==> config.mk <==
export PLATFORM = sky130hd
export DESIGN_NAME = instruction_decoder_flat
export DESIGN_NICKNAME = d
export VERILOG_FILES = /design/src/rtl/instruction_decoder_pkg.sv /design/src/rtl/instruction_decoder_if.sv /design/src/rtl/instruction_decoder_alu8.sv /design/src/rtl/instruction_decoder.sv /design/src/flat_wrapper.sv
export SDC_FILE = /design/constraint.sdc
export NUM_CORES = 1
export LEC_CHECK = 0
export ABC_AREA = 1
export BUFFER_PORTS_ARGS = -buffer_cell sky130_fd_sc_hd__buf_2
export CORE_ASPECT_RATIO = 1.5
export CORE_MARGIN = 5
export CORE_UTILIZATION = 50
export CTS_CLUSTER_DIAMETER = 80
export DETAILED_ROUTE_END_ITERATION = 7
export PLACE_DENSITY_LB_ADDON = 0.25
export SLEW_MARGIN = 20
export SYNTH_ARGS = -nofsm -noshare
export SYNTH_HDL_FRONTEND = slang
export SYNTH_SLANG_ARGS = --single-unit
==> constraint.sdc <==
create_clock -name clk -period 1.87 [get_ports clk]
set_input_delay 0.374 -clock clk [delete_from_list [all_inputs] [get_ports clk]]
set_output_delay 0.374 -clock clk [all_outputs]
set_load 0.01 [all_outputs]
==> src/rtl/instruction_decoder_pkg.sv <==
// Shared definitions for the instruction decoder slice.
// Purpose : data widths, opcode encodings, FSM state encoding and a small
//           opcode classification helper.
// Ports   : none (package).
package decoder_pkg;

  localparam int BYTE_W   = 8;
  localparam int WIDTH_IN = 2 * BYTE_W;
  localparam int CNT_W    = 3;   // shift amount is op[2:0]

  localparam logic [BYTE_W-1:0] OP_NOP  = 8'h00;
  localparam logic [BYTE_W-1:0] OP_LDI  = 8'h01;
  localparam logic [BYTE_W-1:0] OP_ADD  = 8'h02;
  localparam logic [BYTE_W-1:0] OP_SUB  = 8'h03;
  localparam logic [BYTE_W-1:0] OP_AND  = 8'h04;
  localparam logic [BYTE_W-1:0] OP_OR   = 8'h05;
  localparam logic [BYTE_W-1:0] OP_XOR  = 8'h06;
  localparam logic [BYTE_W-1:0] OP_SHL  = 8'h07;
  localparam logic [BYTE_W-1:0] OP_JMP  = 8'h08;
  localparam logic [BYTE_W-1:0] OP_JZ   = 8'h09;
  localparam logic [BYTE_W-1:0] OP_HALT = 8'hFF;

  typedef enum logic [1:0] {
    ST_IDLE   = 2'd0,
    ST_EXEC   = 2'd1,
    ST_SHIFT  = 2'd2,
    ST_HALTED = 2'd3
  } state_e;

  // Opcodes whose result comes straight from the single-cycle ALU.
  function automatic logic is_alu_op(input logic [BYTE_W-1:0] opc);
    return (opc == OP_LDI) || (opc == OP_ADD) || (opc == OP_SUB) ||
           (opc == OP_AND) || (opc == OP_OR)  || (opc == OP_XOR);
  endfunction

endpackage

==> src/rtl/instruction_decoder_if.sv <==
// Fetch -> decoder link.
// Purpose : carries the instruction handshake and the jump report back to
//           the fetcher.
// Signals : start/data_in (fetcher -> decoder), ready (decoder -> fetcher),
//           jump_valid/jump_target (decoder -> fetcher).
// Handshake: a word transfers on every rising clk edge where start && ready.
//           start while ready is low is dropped, not queued; the fetcher
//           need not hold data_in stable once the transfer edge has passed.
interface instruction_decoder_if;
  import decoder_pkg::*;

  logic                start;
  logic [WIDTH_IN-1:0] data_in;
  logic                ready;
  logic                jump_valid;
  logic [BYTE_W-1:0]   jump_target;

  modport master (
    output start, data_in,
    input  ready, jump_valid, jump_target
  );

  modport slave (
    input  start, data_in,
    output ready, jump_valid, jump_target
  );
endinterface

==> src/rtl/instruction_decoder_alu8.sv <==
// Combinational ALU for the accumulator datapath.
// Purpose : computes LDI/ADD/SUB/AND/OR/XOR results.
// Ports   : opc (opcode), a (accumulator), b (operand), cin (current carry)
//           -> y (result), cout (new carry), zero (y == 0).
// Logic ops and LDI pass cin through so the carry flag is preserved.
module alu8
  import decoder_pkg::*;
(
  input  logic [BYTE_W-1:0] opc,
  input  logic [BYTE_W-1:0] a,
  input  logic [BYTE_W-1:0] b,
  input  logic              cin,
  output logic [BYTE_W-1:0] y,
  output logic              cout,
  output logic              zero
);

  always_comb begin
    y    = a;
    cout = cin;
    case (opc)
      OP_LDI: y = b;
      OP_ADD: {cout, y} = {1'b0, a} + {1'b0, b};
      OP_SUB: begin
        y    = a - b;
        cout = (a < b);   // borrow
      end
      OP_AND: y = a & b;
      OP_OR:  y = a | b;
      OP_XOR: y = a ^ b;
      default: ;
    endcase
    zero = (y == '0);
  end

endmodule

==> src/rtl/instruction_decoder.sv <==
// Instruction decoder / executor.
// Purpose : accepts one 16-bit word (opcode:operand) per handshake on the
//           fetch link, executes it on an 8-bit accumulator and reports
//           jumps back to the fetcher.
// Ports   : clk, reset (sync, active-high)
//           fetch      - slave side of the fetch link
//           acc        - accumulator
//           zero_flag  - acc == 0 after last acc-writing op
//           carry_flag - carry/borrow/shift-out of last arithmetic/shift op
//           illegal_op - 1-cycle pulse, undefined opcode retired
//           exec_done  - 1-cycle pulse, instruction retired
//           halted     - sticky after HALT until reset
//           dbg_state  - current FSM state
module instruction_decoder
  import decoder_pkg::*;
(
  input  logic                 clk,
  input  logic                 reset,
  instruction_decoder_if.slave fetch,
  output logic [BYTE_W-1:0]    acc,
  output logic                 zero_flag,
  output logic                 carry_flag,
  output logic                 illegal_op,
  output logic                 exec_done,
  output logic                 halted,
  output state_e               dbg_state
);

  state_e              state_q, state_d;
  logic [WIDTH_IN-1:0] ir_q, ir_d;
  logic [BYTE_W-1:0]   acc_q, acc_d;
  logic                zero_q, zero_d;
  logic                carry_q, carry_d;
  logic [CNT_W-1:0]    cnt_q, cnt_d;
  logic                jump_valid_q, jump_valid_d;
  logic [BYTE_W-1:0]   jump_target_q, jump_target_d;
  logic                illegal_q, illegal_d;
  logic                done_q, done_d;
  logic                halted_q, halted_d;

  logic [BYTE_W-1:0]   opc;
  logic [BYTE_W-1:0]   opd;
  logic [BYTE_W-1:0]   alu_y;
  logic                alu_cout;
  logic                alu_zero;
  logic [BYTE_W-1:0]   shl_acc;

  assign opc     = ir_q[WIDTH_IN-1:BYTE_W];
  assign opd     = ir_q[BYTE_W-1:0];
  assign shl_acc = {acc_q[BYTE_W-2:0], 1'b0};

  alu8 u_alu (
    .opc  (opc),
    .a    (acc_q),
    .b    (opd),
    .cin  (carry_q),
    .y    (alu_y),
    .cout (alu_cout),
    .zero (alu_zero)
  );

  always_comb begin
    state_d       = state_q;
    ir_d          = ir_q;
    acc_d         = acc_q;
    zero_d        = zero_q;
    carry_d       = carry_q;
    cnt_d         = cnt_q;
    jump_target_d = jump_target_q;
    halted_d      = halted_q;
    jump_valid_d  = 1'b0;
    illegal_d     = 1'b0;
    done_d        = 1'b0;

    case (state_q)
      ST_IDLE: begin
        if (fetch.start) begin
          ir_d    = fetch.data_in;
          state_d = ST_EXEC;
        end
      end

      ST_EXEC: begin
        // Most opcodes retire here; SHL n>0 and HALT override below.
        state_d = ST_IDLE;
        done_d  = 1'b1;
        if (is_alu_op(opc)) begin
          acc_d   = alu_y;
          carry_d = alu_cout;
          zero_d  = alu_zero;
        end else begin
          case (opc)
            OP_NOP: ;
            OP_SHL: begin
              if (opd[CNT_W-1:0] != '0) begin
                cnt_d   = opd[CNT_W-1:0];
                state_d = ST_SHIFT;
                done_d  = 1'b0;
              end
            end
            OP_JMP: begin
              jump_valid_d  = 1'b1;
              jump_target_d = opd;
            end
            OP_JZ: begin
              if (zero_q) begin
                jump_valid_d  = 1'b1;
                jump_target_d = opd;
              end
            end
            OP_HALT: begin
              state_d  = ST_HALTED;
              halted_d = 1'b1;
            end
            default: illegal_d = 1'b1;
          endcase
        end
      end

      ST_SHIFT: begin
        // One bit per cycle; the last bit shifted out is the final carry.
        carry_d = acc_q[BYTE_W-1];
        acc_d   = shl_acc;
        zero_d  = (shl_acc == '0);
        cnt_d   = cnt_q - 1'b1;
        if (cnt_q == CNT_W'(1)) begin
          state_d = ST_IDLE;
          done_d  = 1'b1;
        end
      end

      ST_HALTED: ;

      default: state_d = ST_IDLE;
    endcase
  end

  always_ff @(posedge clk) begin
    if (reset) begin
      state_q       <= ST_IDLE;
      ir_q          <= '0;
      acc_q         <= '0;
      zero_q        <= 1'b1;
      carry_q       <= 1'b0;
      cnt_q         <= '0;
      jump_valid_q  <= 1'b0;
      jump_target_q <= '0;
      illegal_q     <= 1'b0;
      done_q        <= 1'b0;
      halted_q      <= 1'b0;
    end else begin
      state_q       <= state_d;
      ir_q          <= ir_d;
      acc_q         <= acc_d;
      zero_q        <= zero_d;
      carry_q       <= carry_d;
      cnt_q         <= cnt_d;
      jump_valid_q  <= jump_valid_d;
      jump_target_q <= jump_target_d;
      illegal_q     <= illegal_d;
      done_q        <= done_d;
      halted_q      <= halted_d;
    end
  end

  assign fetch.ready       = (state_q == ST_IDLE);
  assign fetch.jump_valid  = jump_valid_q;
  assign fetch.jump_target = jump_target_q;
  assign acc               = acc_q;
  assign zero_flag         = zero_q;
  assign carry_flag        = carry_q;
  assign illegal_op        = illegal_q;
  assign exec_done         = done_q;
  assign halted            = halted_q;
  assign dbg_state         = state_q;

endmodule

==> src/flat_wrapper.sv <==
// flat-port wrapper written by rule: the top's interface ports become plain ports
module instruction_decoder_flat import decoder_pkg::*;
  (clk, reset, acc, zero_flag, carry_flag, illegal_op, exec_done, halted, dbg_state, fetch_start, fetch_data_in, fetch_ready, fetch_jump_valid, fetch_jump_target);
  instruction_decoder_if fetch_i ();
  input  logic clk;
  input  logic reset;
  output logic [BYTE_W-1:0] acc;
  output logic zero_flag;
  output logic carry_flag;
  output logic illegal_op;
  output logic exec_done;
  output logic halted;
  output state_e dbg_state;
  input wire logic [$bits(fetch_i.start)-1:0] fetch_start;
  input wire logic [$bits(fetch_i.data_in)-1:0] fetch_data_in;
  output wire logic [$bits(fetch_i.ready)-1:0] fetch_ready;
  output wire logic [$bits(fetch_i.jump_valid)-1:0] fetch_jump_valid;
  output wire logic [$bits(fetch_i.jump_target)-1:0] fetch_jump_target;
  assign fetch_i.start = fetch_start;
  assign fetch_i.data_in = fetch_data_in;
  assign fetch_ready = fetch_i.ready;
  assign fetch_jump_valid = fetch_i.jump_valid;
  assign fetch_jump_target = fetch_i.jump_target;
  instruction_decoder u_core (.clk(clk), .reset(reset), .fetch(fetch_i), .acc(acc), .zero_flag(zero_flag), .carry_flag(carry_flag), .illegal_op(illegal_op), .exec_done(exec_done), .halted(halted), .dbg_state(dbg_state));
endmodule
==> reports/results.ini <==
[critical_path]
crit_path_start_kind=register
cp.required_ns=2.06
crit_type=register to register
crit_fanout=5
cp.arrival_ns=2.27
critical_path.max_stage_delay_ns=0.52
crit_top_cell=nand3_1
cp-end-kind=register
worst-path-buf-inv=2
r2r_cells=10
reg2reg_from=u_core.ir_q[0]
ff2ff_setup_slack_ns=-0.20
cp_top_family=adder cells
r2r_end=u_core.acc[1]
cp_slowest_cell=fa_2
path_cells=ha_2 -> fa_2 -> nand3_1 -> nand2_1 -> nor2_1 -> nand3_1 -> buf_4 -> buf_4 -> nand3_1 -> a221oi_2

[detailed_routing]
ant_nets=0
vias=3854
drt_iter0_markers=253
drcViolationCount=0
routedWlPerCell_um=15.9
vias_per_cell=5.55
routed_wirelength_um=11000
dr.pass1.iters=5

[sta]
period_minus_slack_ns=2.07
hold_slack_ns=0.353
tightest_slew_ns=0.396
rsz0062_at_grt=true
setup_violations=3
worst_slack_ns=-0.203
fin_crit_sh_pct=111
max_freq_mhz=482
slew_headroom_pct=73.6
hold_viol_final=0
fin_skew_ns=0.0103
maxSlewViolCount=0

[grt]
grt_pass1_vias=3610
grt_max_degree=33
grt_pass1_wl_um=17500
grt_usage_pct=25.9
grt_antenna_before_repair=0
grt.overflow.total=0

[cts]
clkTransAtPathRegs_ns=0.09
cts_tree=built
cts.sinks=43
cts_buffers=5
insertion_delay_ns=0.30
ctsHoldBuffers=0
clk_path_buf_depth=2
cts.htree.levels=2
cts_root_buffer=clkbuf_8

[finish]
stdcell_count=694
final-seq-area_um2=890
layout.nets=668
multi_input_comb_area_um2=2300
layout-drive-gt1-share_pct=33.7
fin_area_um2=4450
area_growth_pct=35.5
nFillCells=571
antennaDiodeCount=0

[placement]
post_dp_cell_area_um2=4040
dp.final_hpwl_um=8420
dp_cells=674
pre_cts_ws_ns=-0.185
port_buffers=43
place.gp.congestion=1.02

[synthesis]
syn_area_per_cell_um2=6.50
synth_fp_nets=556
async_flop_share_pct=0
ys_seq_area_share_pct=26.2
synth_top_area_share_pct=26.2
ys.flop_type=dfxtp_1
synth_seq_cells=43
ys_types=35
yosys.area.top_type=dfxtp_1
syn_area_um2=3280
synth_edf_count=0
yosys_warnings=0
synth_area_leaders=dfxtp_1 26%, ha_1 11%, nand2_1 11%, a21oi_1 8.2%, nand3_1 7.3%
synthCells=505

[power]
p_per_area_nw_per_um2=1450
power.leakage_nw=2.20
peakVddDrop_mv=1.33

[min_path]
worstHoldStart=fetch_data_in[6]
min_path_cells=3
hold_class=input pin to register
min_to=u_core.ir_q[6]

[run]
max-cap-violations=0

[floorplan]
die_h_um=109
pin_count=44
fp-row-count=36
fp.dieArea_um2=8320
core_um2=6440
start_util_pct=51.0
die_x_um=76.2

[status]
status=complete, but fails checks
violations=setup timing

flip-flops by register name, summed over array words and instances, names as in the netlist:
register	count
u_core.cnt_q	3
u_core.ir_q	16
u_core.exec_done	1
u_core.fetch.jump_valid	1
u_core.dbg_state	2
u_core.halted	1
u_core.acc	8
u_core.zero_flag	1
u_core.fetch.jump_target	8
u_core.carry_flag	1
u_core.illegal_op	1
synth_stat cells (all sizes together) (2+ instances only):
cell    instances
a21oi          54
buf             7
clkbuf          9
dfxtp          43
fa              2
ha             30
inv            65
nand2         108
nand3          50
nand3b          4
nand4           9
nor2           58
nor3            6
nor4            3
o21ai          45
per-layer routing:
layer | vias up | GRT usage (%) | routed length (um)
li1 | 1883 | - | -
met4 | 0 | 12.5 | 411
met1 | 1786 | 29.4 | 4260
met3 | 30 | 3.22 | 630
met2 | 155 | 47.6 | 5710
met5 | - | 0 | 0
area by class of cell:
type	count	area share, %
tap	76	2.14
multi-input combinational	380	51.8
inverter	66	5.91
clock buffer	6	1.63
sequential	43	20.0
timing repair buffer	121	18.3
clock inverter	2	0.281
layout by cell type (no fill, tap or decap), types with 11 or more instances in the layout:
master	instances
a21oi_1	51
buf_2	43
buf_4	77
dfxtp_1	28
dfxtp_2	11
ha_1	20
inv_1	53
nand2_1	95
nand3_1	41
nor2_1	47
o21ai_0	32
o21ai_1	12
worst max path at each step:
stage	startpoint	endpoint	slack, ns	cells past startpoint
3_5_place_dp	u_core.ir_q[3]	u_core.zero_flag	-0.19	15
4_1_cts	u_core.acc[0]	u_core.zero_flag	-0.12	15
6_report	u_core.ir_q[0]	u_core.acc[1]	-0.20	10
3_3_place_gp	u_core.ir_q[3]	u_core.zero_flag	-0.17	15
5_1_grt	u_core.acc[0]	u_core.acc[1]	-0.30	10
2_1_floorplan	u_core.acc[2]	u_core.zero_flag	0.005	16
what timing repair did:
item                       in CTS  in global routing
pin swaps                      12                 17
setup endpoints to repair       7                 19
gates resized for setup        16                 51
buffers inserted                4                  8
per-stage QoR:
stage               setup TNS [ns]  util, %  power (W)
finish                      -0.351     69.1    0.00643
global route                 -1.07     69.1    0.00695
CTS                         -0.205     65.4    0.00598
detailed placement          -0.378     62.7    0.00524
global placement            -0.272     62.7    0.00516
floorplan                        0        -    0.00375
worst min-delay path: cells and delay by family:
kind	cells	cell delay [ns]
compound gates	2	0.18
buf+inv	1	0.07
where the power goes:
group / internal, W / switching, W
clock network: 0.000261 / 0.000329
logic: 0.00189 / 0.00254
registers: 0.00118 / 0.000225
logic make-up after synthesis:
group                    after synthesis  synth area share, %
AO/OA/AOI/OAI                        107                 17.1
AND/OR/NAND/NOR                      239                 33.3
flip-flops                            43                 26.2
buffers and inverters                 82                 10.2
adder cells (fa/ha/maj)               32                 12.7
XOR/XNOR                               2                0.534
(Power assumes the default switching activity.)
